--- config.mk ---
export PLATFORM = sky130hd
export DESIGN_NAME = mem_arbiter
export DESIGN_NICKNAME = d
export VERILOG_FILES = /design/src/rtl/mem_arbiter.sv
export SDC_FILE = /design/constraint.sdc
export NUM_CORES = 1
export LEC_CHECK = 0
export ABC_CLOCK_PERIOD_IN_PS = 6500
export CAP_MARGIN = 20
export CORE_ASPECT_RATIO = 0.9
export CORE_UTILIZATION = 46
export DETAILED_ROUTE_END_ITERATION = 16
export PLACE_DENSITY_LB_ADDON = 0.12
export SETUP_SLACK_MARGIN = 0.15
export SYNTH_ARGS = -nofsm -noshare
export SYNTH_HDL_FRONTEND = slang
export SYNTH_SLANG_ARGS = --single-unit
--- constraint.sdc ---
create_clock -name mck -period 6.5 [get_ports mck]
set_clock_uncertainty 0.2 [all_clocks]
set_input_delay 0.975 -clock mck [delete_from_list [all_inputs] [get_ports mck]]
set_output_delay 0.975 -clock mck [all_outputs]
set_load 0.02 [all_outputs]
--- src/rtl/mem_arbiter.sv ---
// rtl/mem_arbiter.sv - Z80 / LCD fetch arbiter for the shared physical memory bus.
// The CPU always wins the bus; a starved LCD read freezes the Z80 between cycles.
module mem_arbiter #(
  parameter int AW      = 22,
  parameter int LCD_ACC = 3,
  parameter int STARVE  = 16
) (
  input  logic          mck,
  input  logic          rin_n,
  input  logic [AW-1:0] cpu_ma,
  input  logic          cpu_mrq_n,
  input  logic          cpu_rd_n,
  input  logic          lcd_req,
  input  logic [AW-1:0] lcd_addr,
  input  logic [7:0]    mem_di,
  output logic [AW-1:0] ma,
  output logic          roe_n,
  output logic          wrb_n,
  output logic          lcd_ack,
  output logic [7:0]    lcd_data,
  output logic          cpu_hold,
  output logic [7:0]    steal_cnt
);

  typedef enum logic [1:0] {IDLE, CPU, LCD} state_t;

  localparam logic [1:0] ACC_INIT   = 2'(LCD_ACC - 1);
  localparam logic [7:0] STARVE_MAX = 8'(STARVE);

  state_t        state;
  logic [1:0]    acc_cnt;
  logic [7:0]    wait_cnt;
  logic [AW-1:0] lcd_addr_q;
  logic [7:0]    data_q;
  logic          acc_done;
  logic          force_hold;

  // The final access cycle is the ack cycle, so read data is forwarded straight from the bus.
  assign acc_done = (state == LCD) && (acc_cnt == 2'd0);
  assign lcd_ack  = acc_done;
  assign lcd_data = acc_done ? mem_di : data_q;

  assign force_hold = (state != LCD) && !cpu_hold && lcd_req && cpu_mrq_n &&
                      (wait_cnt == STARVE_MAX);

  always_comb begin
    ma    = cpu_ma;
    roe_n = !(!cpu_mrq_n && !cpu_rd_n);
    wrb_n = !(!cpu_mrq_n && cpu_rd_n);
    if (state == LCD) begin
      ma    = lcd_addr_q;
      roe_n = 1'b0;
      wrb_n = 1'b1;
    end
  end

  always_ff @(posedge mck or negedge rin_n) begin
    if (!rin_n) begin
      state      <= IDLE;
      acc_cnt    <= 2'd0;
      wait_cnt   <= 8'd0;
      lcd_addr_q <= '0;
      data_q     <= 8'h00;
      cpu_hold   <= 1'b0;
      steal_cnt  <= 8'd0;
    end else begin
      case (state)
        IDLE, CPU: begin
          if (!cpu_mrq_n) begin
            state <= CPU;
          end else if (lcd_req) begin
            state      <= LCD;
            lcd_addr_q <= lcd_addr;
            acc_cnt    <= ACC_INIT;
          end else begin
            state <= IDLE;
          end
        end
        LCD: begin
          if (acc_cnt == 2'd0) begin
            data_q <= mem_di;
            state  <= cpu_mrq_n ? IDLE : CPU;
          end else begin
            acc_cnt <= acc_cnt - 2'd1;
          end
        end
        default: state <= IDLE;
      endcase

      // A dropped request counts as abandoned, so its wait history is discarded.
      if (acc_done || !lcd_req) begin
        wait_cnt <= 8'd0;
      end else if (state != LCD && wait_cnt != STARVE_MAX) begin
        wait_cnt <= wait_cnt + 8'd1;
      end

      if (acc_done) begin
        cpu_hold <= 1'b0;
      end else if (force_hold) begin
        cpu_hold <= 1'b1;
        if (steal_cnt != 8'hFF) steal_cnt <= steal_cnt + 8'd1;
      end
    end
  end

endmodule

==> reports/summary.txt <==
Status -> completed
Initial DRC Count -> 85
Hold path start -> state[1]$_DFFE_PN0P_
GRT Residual Overflow -> 0
RSZ-0062 raised after global routing -> no
Antenna Cells -> 0
Register Area -> 1280 sq um
CP max stage delay -> 0.61 ns
Largest net degree at the start of global routing -> 52
Worst reg2reg startpoint -> wait_cnt[0]$_DFFE_PN0P_
Drt drc -> 0
CTS tree -> built
Die ar. -> 5570 sq um
Maxcap violations -> 0
Syn Std Cell Area -> 2430 sq um
Post-CTS Resized -> 0
Sequential fraction of the synthesis area -> 0.526
Fmax -> 0.258 GHz
Port buffer count -> 98
# nets final -> 399
Leak pwr -> 0.00164 uW
Routability cong. -> 0.792
DP Wirelength -> 3.99 mm
Vias per cell -> 5.06
Setup bufs post-CTS -> 0
Cells after Synth -> 239
Yosys reg bits -> 51
Syn Area/Cell -> 10.2 sq um
Initial antenna violation count -> 0
Cell Pwr Density -> 348 nW/um^2
Finished Layout Cells -> 404
Netlist cell types -> 30
Peak supply drop -> 0.287 mV
Async SR Flop Fraction -> 1.00
Row count -> 24
Max clock buf depth -> 2
DRT antenna net count -> 0
Final Setup Violations -> 0
Final Critical Period -> 3.88 ns
Multi-input logic area -> 1100 sq um
Tightest Pin Transition -> 0.630 ns
Peak fanout along the critical path -> 27
Via count -> 2045
Vias in the first global route -> 1992
DIE WIDTH -> 78.6 um
Filler cells -> 383
Starting density of the core -> 0.490
Setup TNS -> 0 ns
Number of flops mapped to enable cells by yosys -> 0
Fin crit share -> 0.597
Startpoint types -> register
CTS Sinks -> 51
# H-tree levels -> 2
Clock Latency Late Sink -> 0.30 ns
WP data required -> 5.32 ns
Max-slew violations -> 0
HP Class -> register to register
Worst setup path startpoint -> state[0]$_DFFE_PN0P_
First-pass GRT wire length -> 9.24 mm
Hold Fails Final Rpt -> 0
Placed cell count -> 394
Yosys warns -> 0
Routed length per instance -> 13.9 um
CTS hold repair buffers -> 0
CP endpoint kind -> primary output
Data arrival, critical path -> 2.71 ns
Clock root buffer -> clkbuf_8
Critical path cell sequence -> and2b_2 > nand2_1 > mux2_2 > clkdlybuf4s50_1
# IOs -> 99
Drt first pass iters -> 4
Fraction of layout cells with a size suffix above 1 -> 0.145
CTS buffer count -> 5
Post-synth top flop -> dfrtp_1
Total GRT Usage -> 0.217
WL final -> 5.61 mm
Crit Path Class -> register to primary output
Slew HR -> 0.580
Crit-path slowest cell -> clkdlybuf4s50_1
Area grow syn2layout -> 49.0%
Core Box Area -> 4950 sq um
Clock Pin Slew Worst Setup and Hold Paths -> 0.09 ns
Syn_nets -> 300
Die height -> 70.9 um
through the flow:
step	total power, uW	hold slack [ns]	instance area, sq um	utilization	setup WS (ns)
after floorplan	782	0.242	2430	-	3.72
after global placement	1010	0.264	3460	0.698	2.99
after detailed placement	1020	0.285	3460	0.698	2.97
after CTS	1260	0.299	3580	0.722	2.60
after global routing	1330	0.314	3620	0.731	2.44
final	1260	0.285	3620	0.731	2.62
area by class of cell:
class                   instances  area share
repair buffers                101       0.283
flip-flops and latches         51       0.353
inverters                       5     0.00518
multi-input cells             174       0.304
clock inverters                 2     0.00968
well taps                      65      0.0225
clock buffers                   6      0.0228
per-layer routing:
layer | GRT usage | share of wire
met5 | 0 | 0
met4 | 0.0885 | 0.019
met3 | 0.0619 | 0.068
met2 | 0.355 | 0.48
met1 | 0.272 | 0.43
critical path, delay by kind of cell, from the launching register on:
family,cells,cell delay (ns)
buf+inv,1,0.61
flops,1,0.39
mux,1,0.37
simple gates,2,1.01
cells by family (layout without fill, tap and decap cells):
family	Yosys count	in the layout	share of synthesized area
buf+inv	14	114	0.0216
compound gates	16	16	0.0407
flops	51	51	0.526
xor+xnor	9	9	0.0325
simple gates	113	113	0.211
fa+ha+maj	4	4	0.0206
mux	32	32	0.148
power by group:
| group | total, uW | internal (uW) | switching, uW | leakage (uW) |
|---|---|---|---|---|
| Sequential | 463 | 416 | 47.0 | 0.000629 |
| Combinational | 568 | 291 | 277 | 0.000947 |
| Clock | 228 | 125 | 103 | 0.0000612 |
synth_stat cells, drive strengths merged (2+ instances only):
cell type | count | area [sq um]
nand2 | 72 | 270
dfrtp | 51 | 1280
mux2 | 32 | 360
nor2 | 12 | 45.0
xor2 | 9 | 78.8
clkbuf | 6 | 22.5
inv | 5 | 18.8
nand3 | 5 | 25.0
nand4 | 5 | 31.3
a21oi | 4 | 20.0
ha | 4 | 50.1
o21ai | 4 | 20.0
and3 | 3 | 20.0
buf | 3 | 11.3
nand2b | 3 | 18.8
nand3b | 3 | 22.5
nor4 | 3 | 18.8
a21boi | 2 | 15.0
a31oi | 2 | 12.5
o211ai | 2 | 15.0
cells in the final DEF, fill, tap and decap left out, types with 2 or more instances in the layout:
master,netlist,layout
o21ai_0,4,4
nand3b_1,3,3
clkdlybuf4s50_1,0,97
mux2_2,32,32
clkbuf_8,0,6
a21oi_1,4,4
nor2_1,12,12
o211ai_1,2,2
dfrtp_1,51,51
a31oi_1,2,2
a21boi_0,2,2
nand2_1,72,72
nor4_1,3,3
nand2b_1,3,3
xor2_1,9,9
nand4_1,5,5
nand3_1,5,5
inv_1,5,5
ha_1,4,4
and3_1,2,2
registers in the layout (all words and copies together), names as in the netlist:
signal and cells:
lcd_addr_q 22, data_q 8, steal_cnt 8, wait_cnt 8, acc_cnt 2, state 2, cpu_hold 1
final timing paths:
kind                                        endpoint  slack [ns]  cells past startpoint
setup / recovery                         lcd_data[7]        2.62                      4
hold / removal                  state[0]$_DFFE_PN0P_        0.29                      1
setup reg to reg            steal_cnt[1]$_DFFE_PN0P_        3.82                      6
hold reg to reg                 state[0]$_DFFE_PN0P_        0.29                      1
max in group asynchronous  lcd_addr_q[3]$_DFFE_PN0P_        5.12                      2
min in group asynchronous      data_q[1]$_DFFE_PN0P_        0.56                      2
Note: power is estimated with default switching activity, not from simulation.
